## src/rtl/sha256_message_schedule_if.sv

```systemverilog
// Handshake bundle between the padding stage, the schedule expander and the
// compression rounds: one block-load channel and one word-stream channel.
// Vectors use ascending ranges so that bit 0 is the MSB of each big-endian word.
interface sha256_message_schedule_if;
   logic          block_valid;
   logic          block_ready;
   logic [0:511]  block_in;
   logic          w_valid;
   logic          w_ready;
   logic [0:31]   w_out;
   logic [0:5]    w_index;
   logic          w_last;

   // Producer/consumer side (padding stage and compression rounds)
   modport master (
      output block_valid, block_in, w_ready,
      input  block_ready, w_valid, w_out, w_index, w_last
   );

   // Schedule expander side
   modport slave (
      input  block_valid, block_in, w_ready,
      output block_ready, w_valid, w_out, w_index, w_last
   );
endinterface

```

## src/rtl/sha256_message_schedule.sv

```systemverilog
// SHA-256 message-schedule expander. Loads one padded 512-bit block, then
// streams W[0]..W[NUM_ROUNDS-1] one word per handshake. Only a 16-word
// circular buffer is kept: W[t] for t >= 16 overwrites W[t-16] once consumed.
module sha256_message_schedule #(
   parameter int NUM_ROUNDS = 64
) (
   input logic                      clk,
   input logic                      reset,
   sha256_message_schedule_if.slave bus
);

   typedef enum logic {
      IDLE = 1'b0,
      EMIT = 1'b1
   } state_t;

   localparam logic [5:0] LAST_T = 6'(NUM_ROUNDS - 1);

   state_t      state_r;
   state_t      state_next_s;
   logic [31:0] buf_r [16];
   logic [5:0]  t_r;
   logic [31:0] w_sel_s;
   logic [3:0]  slot_s;

   function automatic logic [31:0] small_sigma0(input logic [31:0] x);
      return {x[6:0], x[31:7]} ^ {x[17:0], x[31:18]} ^ {3'b000, x[31:3]};
   endfunction

   function automatic logic [31:0] small_sigma1(input logic [31:0] x);
      return {x[16:0], x[31:17]} ^ {x[18:0], x[31:19]} ^ {10'b0000000000, x[31:10]};
   endfunction

   assign slot_s = t_r[3:0];

   // Next-state and handshake outputs of the load/emit sequencer
   always_comb begin
      state_next_s    = state_r;
      bus.block_ready = 1'b0;
      bus.w_valid     = 1'b0;
      case (state_r)
         IDLE: begin
            bus.block_ready = 1'b1;
            if (bus.block_valid) begin
               state_next_s = EMIT;
            end else begin
               state_next_s = IDLE;
            end
         end
         EMIT: begin
            bus.w_valid = 1'b1;
            if (bus.w_ready && (t_r == LAST_T)) begin
               state_next_s = IDLE;
            end else begin
               state_next_s = EMIT;
            end
         end
         default: begin
            state_next_s = IDLE;
         end
      endcase
   end

   // Current schedule word: a stored word for t < 16, otherwise the recurrence
   // over the circular buffer (slot t&15 still holds W[t-16] here)
   always_comb begin
      w_sel_s = buf_r[slot_s];
      if (t_r >= 6'd16) begin
         w_sel_s = small_sigma1(buf_r[slot_s - 4'd2]) + buf_r[slot_s - 4'd7]
                 + small_sigma0(buf_r[slot_s - 4'd15]) + buf_r[slot_s];
      end else begin
         w_sel_s = buf_r[slot_s];
      end
   end

   assign bus.w_out   = w_sel_s;
   assign bus.w_index = t_r;
   assign bus.w_last  = (state_r == EMIT) && (t_r == LAST_T);

   // Sequencer state register
   always_ff @(posedge clk or negedge reset) begin
      if (!reset) begin
         state_r <= IDLE;
      end else begin
         state_r <= state_next_s;
      end
   end

   // Word buffer and round index: load on block accept, advance on word handshake
   always_ff @(posedge clk or negedge reset) begin
      if (!reset) begin
         t_r <= 6'd0;
         for (int k = 0; k < 16; k++) begin
            buf_r[k] <= 32'd0;
         end
      end else if ((state_r == IDLE) && bus.block_valid) begin
         t_r <= 6'd0;
         for (int k = 0; k < 16; k++) begin
            buf_r[k] <= bus.block_in[32*k +: 32];
         end
      end else if ((state_r == EMIT) && bus.w_ready) begin
         if (t_r >= 6'd16) begin
            buf_r[slot_s] <= w_sel_s;
         end
         if (t_r == LAST_T) begin
            t_r <= 6'd0;
         end else begin
            t_r <= t_r + 6'd1;
         end
      end
   end

endmodule

```

## src/flat_wrapper.sv

```systemverilog
// flat-port wrapper written by rule: the top's interface ports become plain ports
module sha256_message_schedule_flat 
#(
   parameter int NUM_ROUNDS = 64
)
  (clk, reset, bus_block_valid, bus_block_in, bus_w_ready, bus_block_ready, bus_w_valid, bus_w_out, bus_w_index, bus_w_last);
  sha256_message_schedule_if bus_i ();
  input logic clk;
  input logic reset;
  input wire logic [$bits(bus_i.block_valid)-1:0] bus_block_valid;
  input wire logic [$bits(bus_i.block_in)-1:0] bus_block_in;
  input wire logic [$bits(bus_i.w_ready)-1:0] bus_w_ready;
  output wire logic [$bits(bus_i.block_ready)-1:0] bus_block_ready;
  output wire logic [$bits(bus_i.w_valid)-1:0] bus_w_valid;
  output wire logic [$bits(bus_i.w_out)-1:0] bus_w_out;
  output wire logic [$bits(bus_i.w_index)-1:0] bus_w_index;
  output wire logic [$bits(bus_i.w_last)-1:0] bus_w_last;
  assign bus_i.block_valid = bus_block_valid;
  assign bus_i.block_in = bus_block_in;
  assign bus_i.w_ready = bus_w_ready;
  assign bus_block_ready = bus_i.block_ready;
  assign bus_w_valid = bus_i.w_valid;
  assign bus_w_out = bus_i.w_out;
  assign bus_w_index = bus_i.w_index;
  assign bus_w_last = bus_i.w_last;
  sha256_message_schedule #(.NUM_ROUNDS(NUM_ROUNDS)) u_core (.clk(clk), .reset(reset), .bus(bus_i));
endmodule
```

## config.mk

```make
export PLATFORM = sky130hd
export DESIGN_NAME = sha256_message_schedule_flat
export DESIGN_NICKNAME = d
export VERILOG_FILES = /design/src/rtl/sha256_message_schedule_if.sv /design/src/rtl/sha256_message_schedule.sv /design/src/flat_wrapper.sv
export SDC_FILE = /design/constraint.sdc
export NUM_CORES = 2
export LEC_CHECK = 0
export BUFFER_PORTS_ARGS = -buffer_cell sky130_fd_sc_hd__buf_2
export CAP_MARGIN = 30
export CORE_MARGIN = 3
export CORE_UTILIZATION = 45
export CTS_BUF_LIST = sky130_fd_sc_hd__clkbuf_16
export DETAILED_ROUTE_END_ITERATION = 10
export PLACE_DENSITY_LB_ADDON = 0.1
export SLEW_MARGIN = 20
export SYNTH_ARGS = -nofsm -noshare
export SYNTH_HDL_FRONTEND = slang
export SYNTH_SLANG_ARGS = --single-unit
```

## constraint.sdc

```tcl
create_clock -name clk -period 20.5 [get_ports clk]
set_clock_uncertainty 0.15 [all_clocks]
set_input_delay 4.1 -clock clk [delete_from_list [all_inputs] [get_ports clk]]
set_output_delay 4.1 -clock clk [all_outputs]
set_load 0.005 [all_outputs]
```

== Word level (Yosys, flattened, before mapping) ==
Cells that the tools add are included.

* Flip-flop bits (word level): 519
* Input port bits: 516
* Logic and storage cells: 76
* Output and inout port bits: 41

* Bitwise logic cells: 9
* Equal/unequal tests: 1
* Reduce and logical (&&, ||, !) cells: 8
* Multiplexer cells: 27
* $add $sub $neg: 7
* $lt $le $gt $ge: 6

{| class="wikitable"
|+ Operators with widths
! kind !! number
|-
| $mux 512 || 3
|-
| $bmux 32 s4 || 4
|-
| $bwmux 512 || 1
|-
| $mux 32 || 10
|-
| $demux 32 s4 || 1
|-
| $add 32x32->32 || 3
|-
| $xor 32x32->32 || 2
|-
| $xor 32x22->32 || 1
|-
| $xor 32x29->32 || 1
|-
| $ge 5x5->1 const B || 4
|-
| $not 4->5 || 4
|-
| $mux 6 || 3
|-
| $add 6x1->6 const B || 1
|-
| $eq 6x6->1 const B || 1
|-
| $ge 6x5->1 const B || 1
|-
| $logic_and 1x1->1 || 5
|-
| $lt 5x1->1 const B || 1
|-
| $mux 1 || 4
|-
| $reduce_bool 2->1 || 2
|-
| $sub 4x2->4 const B || 1
|-
| $sub 4x3->4 const B || 1
|-
| $sub 4x4->4 const B || 1
|-
| $pmux 1 s2 || 1
|-
| $reduce_and 2->1 || 1
|-
| $not 1->1 || 1
|}

== Logic depth before layout (Yosys ltp) ==
* Depth in word-level cells: 15
* Mapped depth: 33
* Gate-level depth less buffers: 20

== Worst setup path after synthesis ==
OpenSTA, ideal clock, no wires.

* Kind: register -> output
* Start: reg u_core.t_r[1] (netlist: u_core.bus.w_index[4])
* End: out bus_w_out[25]
* Stages on the path, launching flop included: 30
* Required time: 16.250 ns
* Data arrival time: 8.479 ns
* Path slack: 7.771 ns
* Path buffers: 11
* Path through: dfrtp_1 buf_4 buf_2 buf_2 buf_2 buf_2 buf_2 inv_1 ha_1 buf_6 buf_2 buf_2 buf_1 mux4_2 mux4_2 xnor2_1 fa_1 fa_1 ha_1 fa_1 a21oi_1 o21ai_0 a211oi_1 o31ai_1 a31o_2 a21o_1 a21oi_1 xor2_1 clkbuf_1 o21ai_0

* Word-level cells in the longest chain between the ends: 11
* Elaborated cells on any way between the ends: 28
* Those cells by class: 6 x add/sub; 1 x order compare; 13 x mux; 8 x bitwise

{| class="wikitable"
|+ RTL lines
! item !! RTL line !! source
|-
| start, declared || sha256_message_schedule.sv:22 || <nowiki>logic [5:0] t_r;</nowiki>
|-
| start signal, assigned || sha256_message_schedule.sv:108 || <nowiki>t_r <= t_r + 6'd1;</nowiki>
|-
| $sub 4x2->4 || sha256_message_schedule.sv:69 || <nowiki>w_sel_s = small_sigma1(buf_r[slot_s - 4'd2]) + buf_r[slot_s - 4'd7]</nowiki>
|-
| $not 4->5 (implied by the code) || sha256_message_schedule.sv:69 ||
|-
| $bmux 32 s4 || sha256_message_schedule.sv:69 ||
|-
| $mux 32 (implied by the code) (2 in series) || sha256_message_schedule.sv:69 ||
|-
| $xor 32x32->32 || sha256_message_schedule.sv:31 || <nowiki>return {x[16:0], x[31:17]} ^ {x[18:0], x[31:19]} ^ {10'b0000000000, x[31:10]};</nowiki>
|-
| $xor 32x22->32 || sha256_message_schedule.sv:31 ||
|-
| $add 32x32->32 || sha256_message_schedule.sv:69 ||
|-
| $add 32x32->32 (2 in series) || sha256_message_schedule.sv:70 || <nowiki>+ small_sigma0(buf_r[slot_s - 4'd15]) + buf_r[slot_s];</nowiki>
|-
| $mux 32 * || sha256_message_schedule.sv:68 || <nowiki>if (t_r >= 6'd16) begin</nowiki>
|-
| end, declared || flat_wrapper.sv:15 || <nowiki>output wire logic [$bits(bus_i.w_out)-1:0] bus_w_out;</nowiki>
|}

Every way passes the cells marked *; elsewhere a longest branch is shown, timed or not. The select of a mux whose other input is x is not followed.

== Final worst setup path ==
* Start: reg u_core.t_r[0] (netlist: u_core.bus.w_index[5])
* End: out bus_w_out[29]

The elaborated chain is that of the path after synthesis.

==> impl_results.html <==
<table>
<tr><th>Metric</th><th>Value</th></tr>
<tr><th colspan="2">Route</th></tr>
<tr><td>Avg WL per Cell</td><td>38.3 um</td></tr>
<tr><td>First-pass DRT Iterations</td><td>6</td></tr>
<tr><td>Antenna violation net count after detailed routing</td><td>0</td></tr>
<tr><td>Remaining routing DRC violations</td><td>0</td></tr>
<tr><td>Drt first-iter violations</td><td>4,901</td></tr>
<tr><td>Vias per cell</td><td>7.44</td></tr>
<tr><td>Total via count in the routed design</td><td>33,807</td></tr>
<tr><td>Final wirelength</td><td>174,000 um</td></tr>
<tr><th colspan="2">Synth</th></tr>
<tr><td>Synthesized instance count</td><td>3,029</td></tr>
<tr><td>Yosys synthesis warning count</td><td>0</td></tr>
<tr><td>Post-synthesis sequential element count</td><td>519</td></tr>
<tr><td>Share of synthesized registers carrying an async set or reset</td><td>1.00</td></tr>
<tr><td>Cell with the most instances after synthesis</td><td>dfrtp_1</td></tr>
<tr><td>Average cell area after synthesis</td><td>12.3 sq um</td></tr>
<tr><td>Net Count, Synth</td><td>3,644</td></tr>
<tr><td>Most instantiated cells after synthesis</td><td>519 x dfrtp_1, 518 x o21ai_0, 512 x mux4_2</td></tr>
<tr><td>Number of flops mapped to enable cells by yosys</td><td>0</td></tr>
<tr><td>Leading post-synthesis cells by cell area</td><td>dfrtp_1 35%, mux4_2 31%, a22oi_1 10%</td></tr>
<tr><td>Synth top area share</td><td>0.348</td></tr>
<tr><td>Distinct cells, synth</td><td>53</td></tr>
<tr><td>Cell type with the highest aggregate area in the netlist</td><td>dfrtp_1</td></tr>
<tr><td>Top_reg_cell synth</td><td>dfrtp_1</td></tr>
<tr><td>Seq/Total Area, Yosys</td><td>0.348</td></tr>
<tr><td>Post-Syn Area</td><td>37,300 sq um</td></tr>
<tr><th colspan="2">Place</th></tr>
<tr><td>Port Buffers</td><td>556</td></tr>
<tr><td>HPWL reported at the end of detailed placement</td><td>121,000 um</td></tr>
<tr><td>Count of placed standard cells including taps</td><td>4,424</td></tr>
<tr><td>Routability congestion estimate</td><td>0.987</td></tr>
<tr><td>Worst-case setup slack after placement</td><td>7.63 ns</td></tr>
<tr><th colspan="2">Job</th></tr>
<tr><td>Maxcap violations</td><td>0</td></tr>
<tr><th colspan="2">STA</th></tr>
<tr><td>Least-Margin Pin Slew</td><td>1.14 ns</td></tr>
<tr><td>Final hold violation count</td><td>0</td></tr>
<tr><td>Maximum achievable frequency</td><td>0.0727 GHz</td></tr>
<tr><td>Setup repair after global routing missed its margin</td><td>no</td></tr>
<tr><td>Slew Viols, Final</td><td>0</td></tr>
<tr><td>Relative slew margins</td><td>0.239</td></tr>
<tr><td>Final worst path period need</td><td>13.76 ns</td></tr>
<tr><td>Part of the cycle the worst path needs</td><td>0.671</td></tr>
<tr><td>Worst Setup Slack, final</td><td>6.74 ns</td></tr>
<tr><td>Setup Total Neg Slack</td><td>0 ns</td></tr>
<tr><td>Setup-violating endpoint count in the final report</td><td>0</td></tr>
<tr><th colspan="2">Layout</th></tr>
<tr><td>Layout-stage area growth over the synthesis result</td><td>16.2%</td></tr>
<tr><td>Number of standard cells in the final layout excluding fillers</td><td>4,543</td></tr>
<tr><td>Final net count</td><td>4,046</td></tr>
<tr><td>Share of post-route cells with drive strength above 1</td><td>0.371</td></tr>
<tr><td>Number of fill cells in the layout</td><td>6,987</td></tr>
<tr><th colspan="2">Status</th></tr>
<tr><td>Run status</td><td>complete, no violations</td></tr>
<tr><th colspan="2">Critical path</th></tr>
<tr><td>Critical path's top delay family</td><td>adder cells</td></tr>
<tr><td>Endpoint type of the worst setup path</td><td>output port</td></tr>
<tr><td>Worst path cell trace</td><td>inv_1 -&gt; ha_4 -&gt; buf_4 -&gt; mux4_2 -&gt; mux4_2 -&gt; xnor2_1 -&gt; xnor2_1 -&gt; fa_1 -&gt; fa_1 -&gt; ha_1 -&gt; fa_1 -&gt; a21oi_1 -&gt; o21ai_0 -&gt; a211oi_1 -&gt; o31ai_1 -&gt; a21oi_1 -&gt; o21ai_0 -&gt; xor2_1 -&gt; nand2_1 -&gt; nand2_1 -&gt; buf_2</td></tr>
<tr><td>Critical Path Most Common Cell</td><td>fa_1</td></tr>
<tr><td>Critical Path AT</td><td>9.51 ns</td></tr>
<tr><td>Reg-to-reg critical path startpoint</td><td>u_core.bus.w_index[5]$_DFFE_PN0P_</td></tr>
<tr><td>Buffers &amp; Inverters on Critical Path</td><td>3</td></tr>
<tr><td>Nature of the critical path startpoint</td><td>register</td></tr>
<tr><td>End of the worst register-to-register path</td><td>u_core.buf_r[221]$_DFFE_PN0P_</td></tr>
<tr><td>Launching instance or port of the critical path</td><td>u_core.bus.w_index[5]$_DFFE_PN0P_</td></tr>
<tr><td>Startpoint-to-endpoint class of the critical path</td><td>reg2out</td></tr>
<tr><td>Required time of the critical path</td><td>16.25 ns</td></tr>
<tr><td>Reg2reg path depth</td><td>20</td></tr>
<tr><td>Max FO, Critical Path</td><td>54</td></tr>
<tr><td>CP peak stage delay</td><td>0.83 ns</td></tr>
<tr><td>R2R setup slack</td><td>11.39 ns</td></tr>
<tr><td>Cell type of the slowest stage on the worst timing path</td><td>ha_4</td></tr>
<tr><th colspan="2">Hold path</th></tr>
<tr><td>Worst hold start</td><td>u_core.buf_r[416]$_DFFE_PN0P_</td></tr>
<tr><td>Worst hold path endpoint</td><td>u_core.buf_r[416]$_DFFE_PN0P_</td></tr>
<tr><td>Worst hold path cell count</td><td>2</td></tr>
<tr><td>Worst hold path type</td><td>reg2reg</td></tr>
<tr><th colspan="2">Floorplan</th></tr>
<tr><td>Count of pins on the block boundary</td><td>557</td></tr>
<tr><td>Die H</td><td>294 um</td></tr>
<tr><td>Num rows</td><td>104</td></tr>
<tr><td>Total Die Area</td><td>86,400 sq um</td></tr>
<tr><td>Initial standard-cell utilization of the core</td><td>0.459</td></tr>
<tr><td>Core Region</td><td>81,300 sq um</td></tr>
<tr><td>Die Wd</td><td>294 um</td></tr>
<tr><th colspan="2">Clocking</th></tr>
<tr><td>Number of buffers created by CTS</td><td>60</td></tr>
<tr><td>Deepest clock path buffer count</td><td>3</td></tr>
<tr><td>TritonCTS clock tree</td><td>yes</td></tr>
<tr><td>Clock slew seen by the registers of the worst setup and hold paths</td><td>0.06 ns</td></tr>
<tr><td>CTS Root Cell</td><td>clkbuf_16</td></tr>
<tr><td>Sinks on the clock net</td><td>519</td></tr>
<tr><td>Clock latency reported for the late side of the worst-skew pair</td><td>0.66 ns</td></tr>
<tr><td>Number of setup buffers added after CTS</td><td>0</td></tr>
<tr><td>Number of hold-repair buffers added at the cts stage</td><td>0</td></tr>
<tr><td>H-tree levels</td><td>2</td></tr>
<tr><td>Resize count post-CTS</td><td>0</td></tr>
<tr><th colspan="2">GRT</th></tr>
<tr><td>Wire length of the first global-routing pass</td><td>247,000 um</td></tr>
<tr><td>Number of global-route vias before repair</td><td>33,466</td></tr>
<tr><td>Antenna violations before repair</td><td>9</td></tr>
<tr><td>Total GRT Usage</td><td>0.398</td></tr>
<tr><td>Sum of overflow across all layers after global routing</td><td>0</td></tr>
<tr><td>Maximum number of pins on one net before global-route repair</td><td>232</td></tr>
</table>
[sequential cells by signal, indices dropped and copies added (netlist names)]
register / cells
u_core.buf_r: 512
u_core.bus.w_index: 6
u_core.state_r: 1
[kinds of logic after synthesis]
logic type / synth area share
xor+xnor: 0.0359
buf+inv: 0.0478
compound gates: 0.194
mux: 0.311
simple gates: 0.0175
fa+ha+maj: 0.0457
flops: 0.348
[worst max path at each step]
stage                         end  slack, ns  cells after the start
global route        bus_w_out[29]       6.43                     21
CTS                 bus_w_out[29]       6.91                     21
detailed placement  bus_w_out[29]       7.63                     21
floorplan           bus_w_out[25]       7.77                     29
global placement    bus_w_out[29]       7.70                     21
finish              bus_w_out[29]       6.74                     21
[routing by layer]
layer	vias to the layer above	GRT usage	part of all wire	wire (um)
met5	-	0	0	0
met4	0	0.203	0.060	10500
met3	503	0.111	0.13	21800
met2	2894	0.600	0.45	78300
met1	17472	0.532	0.36	63600
li1	12938	-	-	-
[worst min-delay path: cells and delay by family, from the launching register on]
family | cells | cell delay, ns
AO/OA/AOI/OAI | 2 | 0.14
flip-flops | 1 | 0.37
[final cells by class]
cell class / count / area (sq um) / share of cell area
Antenna cell: 2 / 5.00 / 0.000115
Clock buffer: 62 / 1550 / 0.0358
Clock inverter: 50 / 427 / 0.00984
Inverter: 123 / 462 / 0.0106
Multi-Input combinational cell: 2070 / 22800 / 0.526
Sequential cell: 519 / 13000 / 0.300
Tap cell: 1060 / 1330 / 0.0306
Timing Repair Buffer: 657 / 3770 / 0.0869
[metrics by stage]
step / hold slack (ns) / util / instance area [sq um]
floorplan: 0.351 / - / 37300
global placement: 0.372 / 0.506 / 41100
detailed placement: 0.388 / 0.508 / 41300
CTS: 0.407 / 0.532 / 43300
global route: 0.435 / 0.533 / 43400
finish: 0.401 / 0.533 / 43400
[placed cells by master (no fill, tap or decap), types with 10 or more instances in the layout]
cell type / synthesis / layout
o21ai_0: 518 / 518
clkinv_2: 0 / 10
mux4_2: 512 / 512
a221oi_1: 17 / 17
a21oi_4: 0 / 16
fa_1: 62 / 62
clkbuf_16: 0 / 62
buf_2: 61 / 555
clkinv_1: 0 / 17
nand2_1: 70 / 69
nor2_1: 33 / 32
dfrtp_1: 519 / 515
a22oi_1: 496 / 496
a21oi_1: 46 / 30
o21ai_1: 28 / 28
xor2_1: 31 / 29
ha_1: 37 / 36
inv_1: 123 / 136
buf_4: 9 / 85
a21o_1: 24 / 24
xnor2_1: 111 / 110
Power is not shown: default switching activity piles up to over one toggle a cycle in this logic, so the estimate is an artifact.
